**config.mk**
```make
export PLATFORM = sky130hd
export DESIGN_NAME = req_arbiter_8
export DESIGN_NICKNAME = d
export VERILOG_FILES = /design/src/rtl/req_arbiter_8.sv
export SDC_FILE = /design/constraint.sdc
export NUM_CORES = 1
export LEC_CHECK = 0
export CAP_MARGIN = 20
export CORE_UTILIZATION = 52
export DETAILED_ROUTE_END_ITERATION = 12
export GPL_TIMING_DRIVEN = 0
export PLACE_DENSITY = 0.77
export SLEW_MARGIN = 25
export SYNTH_ARGS = -nofsm -noshare
export SYNTH_HDL_FRONTEND = slang
export SYNTH_SLANG_ARGS = --single-unit
```
**constraint.sdc**
```tcl
create_clock -name clk -period 3.22 [get_ports clk]
set_input_delay 0.322 -clock clk [delete_from_list [all_inputs] [get_ports clk]]
set_output_delay 0.322 -clock clk [all_outputs]
set_load 0.05 [all_outputs]
```
**src/rtl/req_arbiter_8.sv**
```systemverilog
// req_arbiter_8: 8-requester fixed-priority/round-robin arbiter with hold timeout
module req_arbiter_8 #(
  parameter int MAX_HOLD = 16,
  parameter int CNT_W = 8
) (
  input  logic       clk,
  input  logic       rst_n,
  input  logic       en_n,
  input  logic       mode,
  input  logic [7:0] req,
  input  logic       owner_release,
  output logic [7:0] gnt,
  output logic [2:0] gnt_id,
  output logic       gnt_valid,
  output logic       timeout
);
  typedef enum logic {IDLE, GRANT} state_t;
  state_t state, state_n;
  logic [CNT_W-1:0] hold_cnt, cnt_n;
  logic [2:0] last_id, last_n, win, base, id_n;
  logic [7:0] gnt_n;
  logic valid_n, to_n;
  // winner: scan base-1 downward with wrap; fixed priority is the base=0 case
  always_comb begin
    base = mode ? last_id : 3'd0;
    win = '0;
    for (int k = 8; k >= 1; k--)
      if (req[3'(base - 3'(k))]) win = 3'(base - 3'(k));
  end
  // next state/outputs: exits clear everything and remember the owner
  always_comb begin
    state_n = IDLE;
    gnt_n = '0;
    id_n = '0;
    valid_n = 1'b0;
    cnt_n = '0;
    to_n = 1'b0;
    last_n = last_id;
    if (state == IDLE) begin
      if (!en_n && |req) begin
        state_n = GRANT;
        gnt_n = 8'b1 << win;
        id_n = win;
        valid_n = 1'b1;
        cnt_n = CNT_W'(1);
      end
    end else if (owner_release || !req[gnt_id]) begin
      last_n = gnt_id;
    end else if (hold_cnt == CNT_W'(MAX_HOLD)) begin
      last_n = gnt_id;
      to_n = 1'b1;
    end else begin
      state_n = GRANT;
      gnt_n = gnt;
      id_n = gnt_id;
      valid_n = 1'b1;
      cnt_n = hold_cnt + 1'b1;
    end
  end
  // state and registered outputs
  always_ff @(posedge clk or negedge rst_n) begin
    if (!rst_n) begin
      state <= IDLE;
      gnt <= '0;
      gnt_id <= '0;
      gnt_valid <= 1'b0;
      timeout <= 1'b0;
      hold_cnt <= '0;
      last_id <= '0;
    end else begin
      state <= state_n;
      gnt <= gnt_n;
      gnt_id <= id_n;
      gnt_valid <= valid_n;
      timeout <= to_n;
      hold_cnt <= cnt_n;
      last_id <= last_n;
    end
  end
endmodule

```
==> After elaboration in Yosys (flattened, before gate mapping) <==
Cells that the tools add are included.
Widths: inputs -> output; s select.
{ "word_totals": {"rom_bits": 0, "regBits": 24, "ramBits": 0, "input_bits": 13, "memories": 0, "latchBits": 0} }
{ "classes": {"bitwise_logic": 0, "order_cmp": 9, "eq_ne": 2, "n_reduce_logical": 7, "add_sub_neg": 8, "shifts": 1, "mux": 48, "n_div": 0, "mul": 0} }
{ "op_table": {"columns": ["cell", "count"], "rows": [
  ["$mux 8", 7],
  ["$mux 3", 15],
  ["$lt 3x4->1 const B", 9],
  ["$bmux 1 s3", 9],
  ["$mux 1", 17],
  ["$sub 3x3->3 const B", 4],
  ["$add 8x1->8 const B", 1],
  ["$eq 8x5->1 const B", 1],
  ["$reduce_or 8->1", 1],
  ["$shl 1x3->8 const A", 1],
  ["$sub 3x2->3 const B", 2],
  ["$ne 3x1->1 const B", 1],
  ["$sub 3x1->3 const B", 1],
  ["$logic_not 1->1", 2],
  ["$reduce_and 2->1", 1],
  ["$reduce_bool 2->1", 1],
  ["$logic_and 1x1->1", 1],
  ["$logic_or 1x1->1", 1]
]} }

==> Logic depth before layout (Yosys ltp) <==
{ "depth": {"ltp_word": 14, "ltp_mapped": 13, "ltp_nobuf": 11} }

==> Worst setup path before layout <==
OpenSTA, ideal clock, no wires.
{ "synth_timing": {"kind": "flip-flop to flip-flop", "start": "register last_id[1]", "end": "register gnt[0]", "path_buffers": 2, "period_less_slack_ns": 3.181, "arrival_ns": 3.077, "path_stages_with_launch": 14, "slack_ns": 0.039, "cell_sequence": "dfrtp_1 > buf_4 > and2_1 > buf_2 > clkinv_1 > ha_1 > a21boi_1 > nor2_2 > mux2_4 > o311ai_4 > o22ai_1 > a2111oi_4 > nor3_4 > o41ai_2"} }
{ "synth_via": {"elab_chain_cells": 14} }
{ "synth_lines": {"columns": ["element", "line", "source"], "rows": [
  ["start: declaration", "20", "logic [2:0] last_id, last_n, win, base, id_n;"],
  ["start signal: assignment", "77", "last_id <= last_n;"],
  ["$mux 3 (*)", "25", "base = mode ? last_id : 3'd0;"],
  ["$sub 3x3->3 or $bmux 1 s3 (tied branches)", "28", "if (req[3'(base - 3'(k))]) win = 3'(base - 3'(k));"],
  ["$bmux 1 s3 or $mux 1 (tied branches)", "28", null],
  ["$mux 1 (not written as such) or $mux 3 (tied branches)", "28", null],
  ["$mux 3 (6 in series)", "28", null],
  ["$mux 3 (*)", "28", null],
  ["$shl 1x3->8 (*)", "42", "gnt_n = 8'b1 << win;"],
  ["$mux 8 (*)", "40", "if (!en_n && |req) begin"],
  ["$mux 8 (*)", "39", "if (state == IDLE) begin"],
  ["end signal: assignment", "72", "gnt <= gnt_n;"],
  ["end: declaration", "12", "output logic [7:0] gnt,"]
]} }
Mark *: on every way between the ends. The rest lies on a longest branch, timed or not. The select of a mux whose other input is x is not followed.
A chain may end at the register's enable or synchronous reset.

==> Final worst setup path <==
{ "layout_timing": {"start": "register last_id[0]", "end": "register gnt[2]"} }
Same word-level chain as after synthesis.

==> metrics.txt <==
Die H 70.0 um; Max-Cap Viols 0; clk_lat worst skew 270 ps; routed wire length 6.86 mm; Post-Layout Cell Count 356; Final Hold Viols 0; clock slew at reported path FFs 90 ps; synthesized flop and latch total 24; antenna violations before repair 0; area of the multi-input gates 1700 um2; post-synthesis cell area 2400 um2; setup_tns 0 ps; critical path's largest stage delay 380 ps; Ant. Diodes 0; Final #Nets 321; Max Slew Vio Count 0; Final setup viols 0; starting density of the core 54.8%; H-tree Lvls 1; Hold Slack 25.1 ps; port buffer count 23; DR DRC count 0; area post-placement 2690 um2; Most used DFF post-synth dfrtp_1; vias in the first global route 2219; f_max 319 MHz; CP Max Fanout 7; CP required 3380 ps; CTS buffer count 3; synthesized area per cell 9.34 um2; Rel. slew slack 52.1%; fill cell count 346; sequential area share after synthesis 25.0%; Leak 1.27 nW; placed cell count 332; syn nets 273; RD Place Congestion 0.971; crit start category flip-flop; dpl hpwl 4.61 mm; Tcrit/Tclk final 97.2%; Iteration-0 DRC Markers 272; critical path class flip-flop to flip-flop; drt pass-1 iters 5; wire length per cell 19.3 um; Core ar. 4380 um2; Reg area 601 um2; Final Critical Period 3130 ps; most common cell in the netlist dfrtp_1; Syn Inst Count 257; Cell Pwr Density 984 nW/um2; die area 4890 um2; via/cell ratio 6.49; area delta synth->final 24.4%; Max Clock Skew 3.91 ps; layout cells sized above 1 26.6%; area share of the largest cell type after synthesis 25.0%; Synth cell types 72; first-pass GRT wire length 11.1 mm; design area 2990 um2; Post-synth top cells dfrtp_1, nand2_1, nor2_1; Detail Route Antenna Nets 0; largest net degree at the start of global routing 25; WP data arrival 3290 ps; Async SR Flop Fraction 100%; worst r2r path cells 14; area leader, netlist dfrtp_1; Post-synth EDFFs 0; slowest CP cell o41ai_2; hold_buf cts 0; Worst Setup End Kind flip-flop; num ports 26; Max clock buf depth 2; outcome finished, final reports clean; CTS tree built; clk sink count 24; leading post-synthesis cells by cell area dfrtp_1, mux4_2, mux2i_1; post-route setup slack 89.2 ps; overall routing resource usage 28.3%; Placement Setup Slack -858 ps; worst vdd ir 0.000754 V; worst-path cell chain buf_6, and2_4, clkinv_8, ha_4, and3b_2, nor2_4, buf_6, mux2_4, nor3_4, o22ai_2, a2111oi_4, buf_4, nor3_4, o41ai_2; CTS root buf clkbuf_8; synth warn 0; Hold WC Path Type input pin to asynchronous set/reset pin; total grt overflow 0; width of the die 70.0 um; worst-margin pin slew 715 ps; Via Count 2309; site row count 24
-- placed cells by master (no fill, tap or decap), types with 3 or more instances in the layout --
cell type        Yosys  routed
inv_1                4       4
nor4bb_1             4       4
o21ai_0             10       9
nand3_1             15      15
xor2_1               7       7
a21o_1               3       3
and2_1               4       3
mux4_2               6       6
a32o_1               4       4
nand3b_1             3       3
mux2_2               7       6
a21oi_1              5       5
clkbuf_1            10      10
a22o_1               3       3
mux2i_1             12      12
buf_4                2      21
dfrtp_1             24      24
nand2_1             23      23
and3_1               4       4
buf_6                2       5
nor3_1               5       5
a211oi_1             3       3
mux2_4               4       5
clkbuf_8             0       3
nor2_1              16      16
buf_2                7       6
o211ai_1             4       4
o21ai_1              3       4
nand2b_1             6       6
clkdlybuf4s50_1      0      21
-- worst max-delay path, delay by kind of cell, from the launching register on --
| family | cells | cell delay (ps) |
|---|---|---|
| AND/OR/NAND/NOR | 5 | 850 |
| multiplexers | 1 | 300 |
| AO/OA/AOI/OAI | 3 | 850 |
| flip-flops | 1 | 350 |
| buffers and inverters | 4 | 500 |
| adder cells (fa/ha/maj) | 1 | 160 |
-- sequential cells by signal (all words and copies together), names as in the netlist --
signal,flops
last_id,3
gnt,8
hold_cnt,8
state,1
timeout,1
gnt_id,3
-- path summary, 6_finish.rpt --
path / startpoint / to / slack (ps)
worst max-delay path: last_id[0] / gnt[2] / 90
worst min-delay path: rst_n / last_id[0] / 30
worst max register to register: last_id[0] / gnt[2] / 90
worst min register to register: gnt[0] / gnt[0] / 500
max in group asynchronous: rst_n / gnt[3] / 2830
min in group clk: gnt[0] / gnt[0] / 500
-- timing repair --
action,CTS,global route
cloned,1,0
pin swaps,8,6
gates resized for setup,16,7
setup endpoints to repair,11,7
setup buffers,6,15
-- layout make-up --
| class | instances | share of cell area (%) |
|---|---|---|
| multi-input combinational | 205 | 57.0 |
| sequential | 24 | 20.1 |
| timing repair buffer | 44 | 12.9 |
| buffer | 20 | 3.85 |
| tap | 52 | 2.18 |
| inverter | 7 | 1.55 |
| clock buffer | 3 | 1.38 |
| clock inverter | 1 | 1.01 |
-- metrics by stage --
step           power [mW]  utilization (%)
2_1_floorplan        1.92                -
3_3_place_gp         2.31             61.5
3_5_place_dp         2.32             61.4
4_1_cts              2.80             65.6
5_1_grt              3.10             68.1
6_report             2.94             68.1
-- power breakdown --
group          internal [mW]  switching [mW]  total (mW)  leakage [nW]
Sequential             0.374          0.0862       0.460         0.325
Combinational          0.986            1.23        2.21         0.908
Clock                  0.166           0.100       0.266        0.0357
Total                   1.53            1.41        2.94          1.27
-- kinds of logic (layout without fill, tap and decap cells) --
kind of cell    Yosys count  after routing  synth area share (%)
buf+inv                  29             75                  6.83
mux                      32             32                  18.3
simple gates             95             96                  21.7
flops                    24             24                  25.0
fa+ha+maj                 3              3                  1.56
compound gates           65             65                  23.3
xor+xnor                  9              9                  3.28
-- per-layer routing --
metal	part of all wire [%]	global-route usage, %
met1	42	38.1
met2	47	47.2
met3	7.3	3.61
met4	3.3	9.56
met5	0	0
(Power assumes the default switching activity.)
